[src/rtl/bus_arbiter_pkg.sv]
// Shared types and lane-steering helpers for the multi-master bus arbiter.
// Cycle widths match the core's existing bus interface encoding.
package bus_arbiter_pkg;

    typedef enum logic [1:0] {
        CW_BYTE = 2'b00,
        CW_WORD = 2'b01,
        CW_LONG = 2'b10
    } t_cycle_width;

    typedef enum logic [1:0] {
        IDLE,
        ACCESS,
        FINISH
    } t_arb_state;

    localparam int DATA_W = 32;
    localparam int BADDR_W = 30;
    localparam int LANES = 4;

    function automatic logic is_aligned(
        input t_cycle_width cw,
        input logic [1:0]   lo
    );
        logic ok;
        case (cw)
            CW_BYTE: ok = 1'b1;
            CW_WORD: ok = ~lo[0];
            CW_LONG: ok = (lo == 2'b00);
            default: ok = 1'b0;
        endcase
        return ok;
    endfunction

    // Big-endian lanes: byte 0 of a long word lives on bits 31:24.
    function automatic logic [LANES-1:0] lane_strobes(
        input t_cycle_width cw,
        input logic [1:0]   lo
    );
        logic [LANES-1:0] s;
        case (cw)
            CW_BYTE: s = 4'b1000 >> lo;
            CW_WORD: s = lo[1] ? 4'b0011 : 4'b1100;
            CW_LONG: s = 4'b1111;
            default: s = 4'b0000;
        endcase
        return s;
    endfunction

    function automatic logic [DATA_W-1:0] replicate(
        input t_cycle_width      cw,
        input logic [DATA_W-1:0] d
    );
        logic [DATA_W-1:0] r;
        case (cw)
            CW_BYTE: r = {4{d[7:0]}};
            CW_WORD: r = {2{d[15:0]}};
            default: r = d;
        endcase
        return r;
    endfunction

    function automatic logic [DATA_W-1:0] extract(
        input t_cycle_width      cw,
        input logic [1:0]        lo,
        input logic [DATA_W-1:0] d
    );
        logic [DATA_W-1:0] r;
        logic [DATA_W-1:0] sh;
        sh = d >> {2'd3 - lo, 3'b000};
        case (cw)
            CW_BYTE: r = {24'b0, sh[7:0]};
            CW_WORD: r = lo[1] ? {16'b0, d[15:0]} : {16'b0, d[31:16]};
            default: r = d;
        endcase
        return r;
    endfunction

endpackage

[src/rtl/bus_arbiter_if.sv]
// Master-side request bundle and external bus signals of the arbiter.
// The master modport is the arbiter's view; slave is the environment's.
interface bus_arbiter_if #(
    parameter int NUM_MASTERS = 2
);
    logic [NUM_MASTERS-1:0]    master_request;
    logic [NUM_MASTERS-1:0]    master_write;
    logic [NUM_MASTERS*32-1:0] master_address;
    logic [NUM_MASTERS*2-1:0]  master_cycle_width;
    logic [NUM_MASTERS*32-1:0] master_data_out;
    logic [31:0]               master_data_in;
    logic [NUM_MASTERS-1:0]    master_grant;
    logic [NUM_MASTERS-1:0]    master_done;
    logic [NUM_MASTERS-1:0]    master_error;

    logic [29:0]               bus_address;
    logic [31:0]               bus_data_out;
    logic [31:0]               bus_data_in;
    logic [3:0]                bus_data_strobes;
    logic                      bus_read;
    logic                      bus_write;
    logic                      bus_ack;
    logic                      bus_fault;

    modport master (
        input  master_request, master_write, master_address,
        input  master_cycle_width, master_data_out,
        output master_data_in, master_grant, master_done, master_error,
        output bus_address, bus_data_out, bus_data_strobes,
        output bus_read, bus_write,
        input  bus_data_in, bus_ack, bus_fault
    );

    modport slave (
        output master_request, master_write, master_address,
        output master_cycle_width, master_data_out,
        input  master_data_in, master_grant, master_done, master_error,
        input  bus_address, bus_data_out, bus_data_strobes,
        input  bus_read, bus_write,
        output bus_data_in, bus_ack, bus_fault
    );
endinterface

[src/rtl/bus_arbiter_picker.sv]
// Combinational winner selection: fixed (lowest index) or round-robin
// starting one past the last granted master.
module bus_arbiter_picker #(
    parameter int NUM_MASTERS = 2,
    parameter int IDX_W       = 1
) (
    input  logic [NUM_MASTERS-1:0] request,
    input  logic [IDX_W-1:0]       last,
    input  logic                   round_robin,
    output logic [NUM_MASTERS-1:0] win_oh,
    output logic [IDX_W-1:0]       win_idx
);
    always_comb begin
        int   c;
        logic found;
        c = 0;
        found = 1'b0;
        win_oh = '0;
        win_idx = '0;
        for (int k = 0; k < NUM_MASTERS; k++) begin
            c = round_robin ? (int'(last) + 1 + k) % NUM_MASTERS : k;
            if (!found && request[IDX_W'(c)]) begin
                found = 1'b1;
                win_oh[IDX_W'(c)] = 1'b1;
                win_idx = IDX_W'(c);
            end
        end
    end
endmodule

[src/rtl/bus_arbiter.sv]
// Multi-master arbiter onto the single 32-bit bus with wait states,
// byte-lane steering, alignment check and a wait-state timeout.
module bus_arbiter
    import bus_arbiter_pkg::*;
#(
    parameter int NUM_MASTERS    = 2,
    parameter int TIMEOUT_CYCLES = 15,
    parameter int ROUND_ROBIN    = 0
) (
    input logic           clock,
    input logic           reset,
    bus_arbiter_if.master bif
);
    localparam int IDX_W = (NUM_MASTERS > 1) ? $clog2(NUM_MASTERS) : 1;
    localparam int CNT_W = $clog2(TIMEOUT_CYCLES + 1);
    localparam logic [CNT_W-1:0] CNT_LIMIT = CNT_W'(TIMEOUT_CYCLES);
    localparam logic [IDX_W-1:0] PTR_INIT = IDX_W'(NUM_MASTERS - 1);

    t_arb_state             state_q, state_d;
    logic [IDX_W-1:0]       ptr_q, ptr_d;
    logic [IDX_W-1:0]       idx_q, idx_d;
    t_cycle_width           cw_q, cw_d;
    logic [1:0]             lo_q, lo_d;
    logic [CNT_W-1:0]       cnt_q, cnt_d;
    logic [NUM_MASTERS-1:0] grant_q, grant_d;
    logic [NUM_MASTERS-1:0] done_q, done_d;
    logic [NUM_MASTERS-1:0] error_q, error_d;
    logic [31:0]            data_in_q, data_in_d;
    logic [29:0]            baddr_q, baddr_d;
    logic [31:0]            bdout_q, bdout_d;
    logic [3:0]             strb_q, strb_d;
    logic                   rd_q, rd_d;
    logic                   wr_q, wr_d;

    logic [NUM_MASTERS-1:0] win_oh;
    logic [IDX_W-1:0]       win_idx;
    logic [31:0]            w_addr;
    logic [31:0]            w_data;
    t_cycle_width           w_cw;
    logic                   w_write;
    logic [CNT_W-1:0]       cnt_inc;
    logic                   timed_out;

    bus_arbiter_picker #(
        .NUM_MASTERS (NUM_MASTERS),
        .IDX_W       (IDX_W)
    ) u_picker (
        .request     (bif.master_request),
        .last        (ptr_q),
        .round_robin (ROUND_ROBIN != 0),
        .win_oh      (win_oh),
        .win_idx     (win_idx)
    );

    always_comb begin
        w_addr = bif.master_address[32*win_idx +: 32];
        w_data = bif.master_data_out[32*win_idx +: 32];
        w_cw = t_cycle_width'(bif.master_cycle_width[2*win_idx +: 2]);
        w_write = bif.master_write[win_idx];
    end

    assign cnt_inc = cnt_q + CNT_W'(1);
    // An ack in the final allowed wait state still wins over the timeout.
    assign timed_out = !bif.bus_ack && (cnt_inc == CNT_LIMIT);

    always_comb begin
        state_d = state_q;
        ptr_d = ptr_q;
        idx_d = idx_q;
        cw_d = cw_q;
        lo_d = lo_q;
        cnt_d = cnt_q;
        grant_d = grant_q;
        done_d = done_q;
        error_d = error_q;
        data_in_d = data_in_q;
        baddr_d = baddr_q;
        bdout_d = bdout_q;
        strb_d = strb_q;
        rd_d = rd_q;
        wr_d = wr_q;
        unique case (state_q)
            IDLE: begin
                if (|bif.master_request) begin
                    idx_d = win_idx;
                    cw_d = w_cw;
                    lo_d = w_addr[1:0];
                    cnt_d = '0;
                    if (is_aligned(w_cw, w_addr[1:0])) begin
                        baddr_d = w_addr[31:2];
                        bdout_d = replicate(w_cw, w_data);
                        strb_d = lane_strobes(w_cw, w_addr[1:0]);
                        rd_d = !w_write;
                        wr_d = w_write;
                        grant_d = win_oh;
                        state_d = ACCESS;
                    end else begin
                        error_d = win_oh;
                        state_d = FINISH;
                    end
                end
            end
            ACCESS: begin
                cnt_d = cnt_inc;
                if (bif.bus_fault || timed_out) begin
                    error_d = grant_q;
                    rd_d = 1'b0;
                    wr_d = 1'b0;
                    strb_d = '0;
                    state_d = FINISH;
                end else if (bif.bus_ack) begin
                    data_in_d = extract(cw_q, lo_q, bif.bus_data_in);
                    done_d = grant_q;
                    rd_d = 1'b0;
                    wr_d = 1'b0;
                    strb_d = '0;
                    state_d = FINISH;
                end
            end
            FINISH: begin
                grant_d = '0;
                done_d = '0;
                error_d = '0;
                ptr_d = idx_q;
                state_d = IDLE;
            end
            default: state_d = IDLE;
        endcase
    end

    always_ff @(posedge clock or posedge reset) begin
        if (reset) begin
            state_q <= IDLE;
            ptr_q <= PTR_INIT;
            idx_q <= '0;
            cw_q <= CW_BYTE;
            lo_q <= '0;
            cnt_q <= '0;
            grant_q <= '0;
            done_q <= '0;
            error_q <= '0;
            data_in_q <= '0;
            baddr_q <= '0;
            bdout_q <= '0;
            strb_q <= '0;
            rd_q <= 1'b0;
            wr_q <= 1'b0;
        end else begin
            state_q <= state_d;
            ptr_q <= ptr_d;
            idx_q <= idx_d;
            cw_q <= cw_d;
            lo_q <= lo_d;
            cnt_q <= cnt_d;
            grant_q <= grant_d;
            done_q <= done_d;
            error_q <= error_d;
            data_in_q <= data_in_d;
            baddr_q <= baddr_d;
            bdout_q <= bdout_d;
            strb_q <= strb_d;
            rd_q <= rd_d;
            wr_q <= wr_d;
        end
    end

    assign bif.master_data_in = data_in_q;
    assign bif.master_grant = grant_q;
    assign bif.master_done = done_q;
    assign bif.master_error = error_q;
    assign bif.bus_address = baddr_q;
    assign bif.bus_data_out = bdout_q;
    assign bif.bus_data_strobes = strb_q;
    assign bif.bus_read = rd_q;
    assign bif.bus_write = wr_q;

endmodule

[src/flat_wrapper.sv]
// flat-port wrapper written by rule: the top's interface ports become plain ports
module bus_arbiter_flat import bus_arbiter_pkg::*;
#(
    parameter int NUM_MASTERS    = 2,
    parameter int TIMEOUT_CYCLES = 15,
    parameter int ROUND_ROBIN    = 0
)
  (clock, reset, bif_master_request, bif_master_write, bif_master_address, bif_master_cycle_width, bif_master_data_out, bif_master_data_in, bif_master_grant, bif_master_done, bif_master_error, bif_bus_address, bif_bus_data_out, bif_bus_data_strobes, bif_bus_read, bif_bus_write, bif_bus_data_in, bif_bus_ack, bif_bus_fault);
  bus_arbiter_if #(.NUM_MASTERS(NUM_MASTERS)) bif_i ();
  input logic clock;
  input logic reset;
  input wire logic [$bits(bif_i.master_request)-1:0] bif_master_request;
  input wire logic [$bits(bif_i.master_write)-1:0] bif_master_write;
  input wire logic [$bits(bif_i.master_address)-1:0] bif_master_address;
  input wire logic [$bits(bif_i.master_cycle_width)-1:0] bif_master_cycle_width;
  input wire logic [$bits(bif_i.master_data_out)-1:0] bif_master_data_out;
  output wire logic [$bits(bif_i.master_data_in)-1:0] bif_master_data_in;
  output wire logic [$bits(bif_i.master_grant)-1:0] bif_master_grant;
  output wire logic [$bits(bif_i.master_done)-1:0] bif_master_done;
  output wire logic [$bits(bif_i.master_error)-1:0] bif_master_error;
  output wire logic [$bits(bif_i.bus_address)-1:0] bif_bus_address;
  output wire logic [$bits(bif_i.bus_data_out)-1:0] bif_bus_data_out;
  output wire logic [$bits(bif_i.bus_data_strobes)-1:0] bif_bus_data_strobes;
  output wire logic [$bits(bif_i.bus_read)-1:0] bif_bus_read;
  output wire logic [$bits(bif_i.bus_write)-1:0] bif_bus_write;
  input wire logic [$bits(bif_i.bus_data_in)-1:0] bif_bus_data_in;
  input wire logic [$bits(bif_i.bus_ack)-1:0] bif_bus_ack;
  input wire logic [$bits(bif_i.bus_fault)-1:0] bif_bus_fault;
  assign bif_i.master_request = bif_master_request;
  assign bif_i.master_write = bif_master_write;
  assign bif_i.master_address = bif_master_address;
  assign bif_i.master_cycle_width = bif_master_cycle_width;
  assign bif_i.master_data_out = bif_master_data_out;
  assign bif_master_data_in = bif_i.master_data_in;
  assign bif_master_grant = bif_i.master_grant;
  assign bif_master_done = bif_i.master_done;
  assign bif_master_error = bif_i.master_error;
  assign bif_bus_address = bif_i.bus_address;
  assign bif_bus_data_out = bif_i.bus_data_out;
  assign bif_bus_data_strobes = bif_i.bus_data_strobes;
  assign bif_bus_read = bif_i.bus_read;
  assign bif_bus_write = bif_i.bus_write;
  assign bif_i.bus_data_in = bif_bus_data_in;
  assign bif_i.bus_ack = bif_bus_ack;
  assign bif_i.bus_fault = bif_bus_fault;
  bus_arbiter #(.NUM_MASTERS(NUM_MASTERS), .TIMEOUT_CYCLES(TIMEOUT_CYCLES), .ROUND_ROBIN(ROUND_ROBIN)) u_core (.clock(clock), .reset(reset), .bif(bif_i));
endmodule
[config.mk]
export PLATFORM = sky130hd
export DESIGN_NAME = bus_arbiter_flat
export DESIGN_NICKNAME = d
export VERILOG_FILES = /design/src/rtl/bus_arbiter_pkg.sv /design/src/rtl/bus_arbiter_if.sv /design/src/rtl/bus_arbiter_picker.sv /design/src/rtl/bus_arbiter.sv /design/src/flat_wrapper.sv
export SDC_FILE = /design/constraint.sdc
export NUM_CORES = 1
export LEC_CHECK = 0
export CORE_ASPECT_RATIO = 1.25
export CORE_MARGIN = 4
export CORE_UTILIZATION = 43
export DETAILED_ROUTE_END_ITERATION = 12
export GPL_ROUTABILITY_DRIVEN = 1
export PLACE_DENSITY = 0.88
export SETUP_SLACK_MARGIN = 0.1
export SYNTH_ARGS = -nofsm -noshare
export SYNTH_HDL_FRONTEND = slang
export SYNTH_SLANG_ARGS = --single-unit
export TNS_END_PERCENT = 30
[constraint.sdc]
create_clock -name clock -period 5.2 [get_ports clock]
set_input_delay 0.52 -clock clock [delete_from_list [all_inputs] [get_ports clock]]
set_output_delay 0.52 -clock clock [all_outputs]
set_load 0.03 [all_outputs]
==> results of run 1 <==
## per-stage QoR
step	worst slack [ps]	instances	total power, mW	instance area, µm²
2_1_floorplan	1693	502	3.117	5343
3_3_place_gp	2061	842	4.147	7486
3_5_place_dp	2024	842	4.239	7486
4_1_cts	2431	874	5.409	8073
5_1_grt	2255	874	5.647	8073
6_report	2398	874	5.366	8073
## layout make-up
cell class	count	area, µm²
clock buffer	17	425.4
clock inverter	15	161.4
fill	895	4089
inverter	9	36.28
multi-input combinational	345	2315
sequential	113	2828
tap	164	205.2
timing repair buffer	211	2102
## power breakdown
part / leakage, nW / switching [mW] / internal [mW] / total [mW]
Combinational: 1.82 / 1.46 / 1.15 / 2.61
Clock: 0.276 / 0.436 / 0.710 / 1.15
Sequential: 1.41 / 0.318 / 1.29 / 1.61
Total: 3.50 / 2.21 / 3.15 / 5.37
## sequential cells by signal, indices dropped and copies added (netlist names)
name,count
u_core.bif.bus_address,30
u_core.bif.bus_data_out,32
u_core.bif.bus_data_strobes,4
u_core.bif.bus_read,1
u_core.bif.bus_write,1
u_core.bif.master_data_in,32
u_core.bif.master_done,1
u_core.bif.master_error,1
u_core.bif.master_grant,1
u_core.cnt_q,4
u_core.cw_q,2
u_core.lo_q,2
u_core.state_q,2
## cells in the final DEF, fill, tap and decap left out, types with 2 or more instances in the layout
cell                              count
sky130_fd_sc_hd__clkdlybuf4s50_1    207
sky130_fd_sc_hd__dfrtp_1            113
sky130_fd_sc_hd__nand2_1             81
sky130_fd_sc_hd__o21ai_0             64
sky130_fd_sc_hd__mux2_2              47
sky130_fd_sc_hd__mux2i_1             34
sky130_fd_sc_hd__nor2_1              22
sky130_fd_sc_hd__a21oi_1             19
sky130_fd_sc_hd__clkbuf_16           17
sky130_fd_sc_hd__inv_1                8
sky130_fd_sc_hd__a22o_1               8
sky130_fd_sc_hd__a22oi_1              8
sky130_fd_sc_hd__a31oi_1              6
sky130_fd_sc_hd__ha_1                 6
sky130_fd_sc_hd__nor3_1               5
sky130_fd_sc_hd__nand3_1              5
sky130_fd_sc_hd__o22ai_1              4
sky130_fd_sc_hd__nor2b_1              4
sky130_fd_sc_hd__mux2_4               4
sky130_fd_sc_hd__clkinv_4             4
sky130_fd_sc_hd__clkinvlp_4           4
sky130_fd_sc_hd__buf_4                4
sky130_fd_sc_hd__conb_1               3
sky130_fd_sc_hd__inv_6                3
sky130_fd_sc_hd__a21o_2               2
sky130_fd_sc_hd__o21a_1               2
sky130_fd_sc_hd__nand2b_1             2
sky130_fd_sc_hd__o21bai_1             2
sky130_fd_sc_hd__bufinv_16            2
sky130_fd_sc_hd__clkinv_2             2
## kinds of logic after synthesis
family	count (synthesis)	share of synthesized area, %
AO/OA/AOI/OAI	126	14.38
flip-flops	113	53.00
AND/OR/NAND/NOR	125	9.826
other	1	0.07029
buffers and inverters	44	3.893
adder cells (fa/ha/maj)	6	1.407
multiplexers	85	17.43
## worst max-delay path: cells and delay by family
kind	cells	cell delay, ps
mux	1	310
simple gates	1	690
compound gates	3	670
buf+inv	2	830
## routing by layer
metal	global-route usage (%)	vias up
met5	0	-
li1	-	2141
met4	7.509	0
met3	11.57	27
met1	23.69	2175
met2	37.31	229
## final timing paths
check	from	to	slack, ps
setup / recovery	bif_master_cycle_width[1]	u_core.bif.bus_data_strobes[2]	2400
setup reg to reg	u_core.state_q[0]	u_core.bif.bus_data_strobes[2]	2460
hold / removal	u_core.bif.master_data_in[22]	u_core.bif.master_data_in[22]	480
max in group asynchronous	reset	u_core.bif.bus_address[7]	3390
hold reg to reg	u_core.bif.master_data_in[22]	u_core.bif.master_data_in[22]	480
min in group asynchronous	reset	u_core.bif.bus_address[16]	640
==> flow_results.org, run 1 <==
** Worst setup path
- STA puts the critical path data required time at ~5500 ps.
- STA classifies the critical path endpoint as a flip-flop.
- Critical Path AT :: 3090 ps
- The worst setup path is of the in -> reg kind.
- Crit start category :: primary input
- Logic depth of the worst register-to-register path :: 6
- Biggest cell delay along the critical path :: about 690 ps
- Slowest cell on the critical path :: sky130_fd_sc_hd__nand2b_4
- Critical-path maximum fanout :: approximately 90
- Walking the worst path, the cells encountered are clkdlybuf4s50_1 -> buf_4 -> o21a_1 -> o22ai_2 -> nand2b_4 -> a21o_4 -> mux2_4.

** Drt
- In the final routing, the length of wire on met1 measures 5.702 mm.
- Once detail routing completed, the nets flagged for antenna violations numbered 0.
- Number of remaining DRC errors :: 0
- For this block, the routed nets add up to 15.91 mm of wire.
- Via density per instance :: 5.231
- Detailed routing placed a total of 7.882 mm of wire on met2.
- The first detailed-routing pass took 4 iterations.
- DRT iter0 DRCs :: between 150 and 200
- In the final routed layout, each cell accounts on average for between 15 and 20 µm.
- Vias :: 4,572
- Met3 wirelength from detailed routing :: 2.019 mm
- Top routing layer in use :: met4

** Hold path
- The min-delay analysis places its worst path in the category reg -> reg.
- Cell count of the worst hold path :: 2

** Logic synthesis
- Counting distinct cell types in the post-synthesis netlist gives between 40 and 50.
- Fraction of the yosys area taken by sequential cells :: 53.00%
- Counting flops with an async set or reset pin after synthesis yields a share of between 90% and 100%.
- Most common flop cell mapped by yosys :: sky130_fd_sc_hd__dfrtp_1
- The share of synthesized area in the top cell type comes to a little over half.
- The synthesized design contains 0 enable-type register cells.
- The cell count after synthesis came out at 500.
- Summed over all instances, the cell type with the most area after synthesis is sky130_fd_sc_hd__dfrtp_1.
- Yosys printed 0 warnings.
- After synthesis the netlist holds a flip-flop and latch count of roughly 110.
- Synth area leaders :: sky130_fd_sc_hd__dfrtp_1 53%, sky130_fd_sc_hd__mux2_2 9.9%, sky130_fd_sc_hd__mux2i_1 6.4%
- The most common cell in the synthesized netlist is sky130_fd_sc_hd__dfrtp_1.
- The synthesized netlist occupies a cell area of about 5300 µm².
- A synthesized cell averages between 10 and 15 µm².
- Most frequent cells after synthesis :: 113 x sky130_fd_sc_hd__dfrtp_1, 81 x sky130_fd_sc_hd__nand2_1, 64 x sky130_fd_sc_hd__o21ai_0, 47 x sky130_fd_sc_hd__mux2_2, 34 x sky130_fd_sc_hd__mux2i_1

** Global route
- Largest net degree at the start of global routing :: 90
- Number of global-route vias before repair :: 4,900
- Total grt overflow :: 0
- Global routing consumed, over all layers together, roughly 22% of the routing resources.
- Antenna violations before repair :: 0
- Wire length of the first global-routing pass :: approximately 25 mm

** STA
- Setup violations remaining at the end of the flow were counted as 0.
- Fmax :: about 360 MHz
- The number of hold-slack violations in the final timing report is 0.
- Hold slack :: ~480 ps
- Worst max-slew margin expressed relative to the limit :: 28.81%
- Share of the clock period used by the worst path :: between 50% and 60%
- Slew Limit Fails :: 0
- Setup repair after global routing left no endpoint under its margin.
- Adding up every negative setup slack in the final design gives 0 ps.
- The worst path in the final design needs a cycle of ~2800 ps, including I/O delays and setup.
- For the final database, setup skew stands at approximately 8.3 ps.
- Slew at the pin with the worst max-slew slack :: between 1000 and 1500 ps

** Final layout
- For this run, the share of the core covered by cells in the final layout is between 60% and 70%.
- The area growth from synthesis to layout is 51.31%.
- The final layout contains 875 nets.
- Of the cells placed in the final design, the portion with a size suffix greater than 1 is approximately 14%.
- The repair_antennas step left the layout with diodes totalling 0.

** Placed design
- Summed over all nets, the half-perimeter wirelength after detailed placement is between 10 and 15 mm.
- Last weighted congestion value of the routability-driven placer :: roughly 0.84
- Port bufs :: between 200 and 250

** Power and ir drop
- Dividing total power by cell area gives a power density of approximately 660 nW/µm².
- In this run the static leakage power is between 3 and 4 nW.
- IR analysis of the VDD net gives a maximum drop of between 0.4 and 0.5 mV.

** Floorplan
- Top-level port count :: 278
- The die covers 14,260 µm².
- Core Region :: 12,160 µm²
- The die is 132.5 µm tall.
- Initial cell density of the core :: ~44%
- Placement Rows :: 45
- Width of the chip :: between 100 and 150 µm

** Clocking
- Setup bufs post-CTS :: 0
- Clock root buffer master :: sky130_fd_sc_hd__clkbuf_16
- Worst-Skew Late Latency :: between 400 and 500 ps
- Number of buffers inserted by hold repair at cts :: 0
- Counting the buffers created by CTS gives 17.
- Sinks on Clock Net :: between 100 and 150
- TritonCTS built the clock tree.
- The clock passes through at most 2 buffers.
- Clock-pin slew on the worst setup and hold paths :: ~60 ps
- Number of H-tree branching levels :: 4
- Post-cts resize count :: 0

** Run status
- The flow ran to the end, and the final reports show no timing, DRC or antenna violations.

** Job
- Across the run, the number of max-cap violations was 0.
Note: power is estimated with default switching activity, not from simulation.
==> inputs of run 2 (changes only) <==
- CORE_UTILIZATION: 43 -> 40
- PLACE_DENSITY: 0.88 -> 0.83
- clock period: 5.2 -> 2.6 ns (I/O delays scaled with it)
==> flow_results.org, run 2 (synthesis gave the netlist of run 1 again) <==
** Run status
- The flow ran to the end, and the final reports show no timing, DRC or antenna violations.

** Power and ir drop
- Switching part of the total :: 40.89%
- Part of the total power dissipated in combinational logic :: ~50%
- The analysis attributes to net switching a power of roughly 4.5 mW.
- The worst-case IR drop observed on VDD is just over 0.8 mV.
- Power spread over the standard cell area amounts to around 1300 nW/µm².
- Internal power :: 6.441 mW
- LEAKAGE :: between 3 and 4 nW
- Sequential cell fraction of total power :: about 29%
- In this run, the clock network consumes 21.9% of the power.

** Worst setup path
- FF-to-FF setup slack :: approximately 400 ps
- Required time reported for the critical path endpoint :: ~2900 ps
- Biggest cell delay along the critical path :: around 410 ps
- The worst setup path is launched from a flip-flop.
- Slowest cell on the critical path :: sky130_fd_sc_hd__dfrtp_1
- Together, buffers and inverters on the worst path number 2.
- Critical-path maximum fanout :: 9
- The worst setup path is captured at a flip-flop.
- The worst register-to-register path begins at u_core.state_q[1].
- Walking the worst path, the cells encountered are inv_1 -> ha_1 -> inv_1 -> nor2_1 -> and4b_4 -> a21o_4 -> mux2_4.
- Critical R2R Capture :: u_core.bif.bus_write
- WP depth :: 7
- Grouping stages by cell kind, the critical path spends the most delay in simple AND/OR/NAND/NOR gates.
- By instance count, the cell type seen most on the critical path is sky130_fd_sc_hd__inv_1.
- Classification of the worst setup path :: reg -> reg
- For the worst flop-to-flop path, the logic depth is 7.
- At the worst endpoint, the arrival time is between 2000 and 2500 ps.

** Clocking
- For the worst-skew pair, the clock arrives at the later sink with an insertion delay of slightly above 400 ps.
- In this run the clock root is driven by a sky130_fd_sc_hd__clkbuf_16.
- The H-tree was split into 4 levels.
- After clock tree synthesis, the flow added hold-fix buffers numbering 0.
- Sinks on Clock Net :: between 100 and 150
- Post-cts resize count :: 0
- Counting the buffers created by CTS gives 17.
- The number of setup buffers added after CTS is 0.
- Maximum number of buffers from clock root to sink :: 2
- Clock-pin slew was measured on the worst setup and hold paths at ~60 ps.
- TritonCTS clock tree :: done

** STA
- In this run the tightest slew margin relative to its limit is between 30% and 40%.
- Share of the clock period used by the worst path :: around 84%
- Summed over all failing endpoints, the final setup total negative slack is 0 ps.
- RSZ-0062 raised after global routing :: no
- Final Hold Fails :: 0
- Setup violations remaining at the end of the flow were counted as 0.
- Setup slack closes at between 400 and 500 ps.
- Clock skew after layout :: between 10 and 15 ps
- Timing would allow up to 457.1 MHz.
- The worst path needs 2188 ps of the cycle, external delays included.
- The max-slew violation count came to 0.
- Slew at the pin with the worst max-slew slack :: just under 1000 ps

** Drt
- The first TritonRoute pass finished after 5 iterations.
- Dividing the detail-routed wire length by the instance count gives ~19 µm.
- For this block, the via count after detailed routing is approximately 4,600.
- After the first detailed-routing iteration, the DRC count stood at 319.
- Dividing the detail-routed via count by the number of cells gives ~5.2.
- After detailed routing, the number of remaining DRC violations is 0.
- Detailed-route wire length :: around 16 mm
- Detail Route Antenna Nets :: 0

** Placed design
- HPWL reported at the end of detailed placement :: about 12 mm
- Routability-driven placement finished with a final weighted congestion of ~0.85.
- OpenSTA, run right after detailed placement, puts the worst setup slack at roughly 350 ps.
- In this run the tool buffered the top-level ports with approximately 210 buffer cells.

** Floorplan
- Placement Rows :: 46
- The floorplan step set the die width to approximately 110 µm.
- Core Region :: around 13,000 µm²
- For this design the top-level I/O count stands at ~280.
- Die Outline Area :: roughly 15,000 µm²
- In this run the vertical extent of the chip is 137.1 µm.
- Once the floorplan was initialized, standard cells occupied 41.38% of the core.

** Final layout
- Cells with a size suffix above 1 make up approximately 15% of the layout.
- Leading cell type in the layout, fill and taps excluded :: sky130_fd_sc_hd__clkdlybuf4s50_1
- In the final design database the tool counted approximately 880 nets.
- Antenna diode instance count :: 0
- In the layout the commonest cells are 207 x sky130_fd_sc_hd__clkdlybuf4s50_1, 113 x sky130_fd_sc_hd__dfrtp_1, 81 x sky130_fd_sc_hd__nand2_1.
- Compared with the post-synthesis result, the final layout area differs by 53.26%.

** Global route
- Global router's overall resource usage :: ~22%
- Largest net degree at the start of global routing :: 114
- Wire length of the first global-routing pass :: approximately 26 mm
- The via count of the first global-routing pass came to between 4,000 and 5,000.
- Global routing finished with a remaining overflow of 0.
- The initial antenna violation count came to 0.

** Job
- Total of max-cap violations :: 0

** Hold path
- Worst Hold Class :: in -> async
run 2: changes by cell type in the layout (fill, tap and decap cells not counted), sizes merged:
cell      before  now
buf            4   10
clkinvlp       4    6
clkinv         6    3
bufinv         2    3
run 2: power by group through the flow:
stage | Combinational, mW | Sequential (mW) | Clock [mW]
after floorplan | 1.67 | 4.56 | 0
after global placement | 5.24 | 3.13 | 0
after detailed placement | 5.34 | 3.21 | 0
after CTS | 5.37 | 3.19 | 2.43
after global routing | 5.67 | 3.30 | 2.53
final | 5.32 | 3.19 | 2.39
run 2: per-layer routing:
metal  wire length, µm  global-route usage, %  up-vias
li1                  -                      -     2149
met1              6044                  23.26     2201
met2              8308                  38.36      238
met3              1627                  8.934       30
met4               388                  9.128        0
met5                 0                      0        -
run 2: per-stage QoR:
stage	hold WS (ps)	area [µm²]	util [%]	cells	power, mW
6_report	343.3	8177	63.42	884	10.90
5_1_grt	440.5	8177	63.42	884	11.49
4_1_cts	407.9	8177	63.42	884	10.99
3_5_place_dp	472.0	7570	58.72	852	8.551
3_3_place_gp	460.7	7570	58.72	852	8.368
2_1_floorplan	404.8	5346	-	502	6.234
run 2: worst reg2reg max path, stage by stage, from the launching register on:
cell	delay, ps
sky130_fd_sc_hd__dfrtp_1	410
sky130_fd_sc_hd__inv_1	90
sky130_fd_sc_hd__ha_1	360
sky130_fd_sc_hd__inv_1	190
sky130_fd_sc_hd__nor2_1	250
sky130_fd_sc_hd__and4b_4	310
sky130_fd_sc_hd__a21o_4	160
sky130_fd_sc_hd__mux2_4	310
run 2: cell type report:
class	count	area, µm²
clock buffers	17	425.4
clock inverters	15	181.4
fillers	1008	4716
inverters	9	37.54
multi-input cells	345	2310
flip-flops and latches	113	2828
well taps	168	210.2
repair buffers	217	2185
run 2: worst max-delay path by stage:
stage	startpoint	to	slack [ps]
after floorplan	u_core.state_q[1]	u_core.bif.bus_data_strobes[0]	750
after global placement	bif_master_cycle_width[1]	u_core.bif.bus_data_out[11]	400
after detailed placement	bif_master_cycle_width[1]	u_core.bif.bus_data_out[8]	350
after CTS	u_core.state_q[1]	u_core.bif.bus_write	410
after global routing	u_core.state_q[1]	u_core.bif.bus_write	260
final	u_core.state_q[1]	u_core.bif.bus_write	410
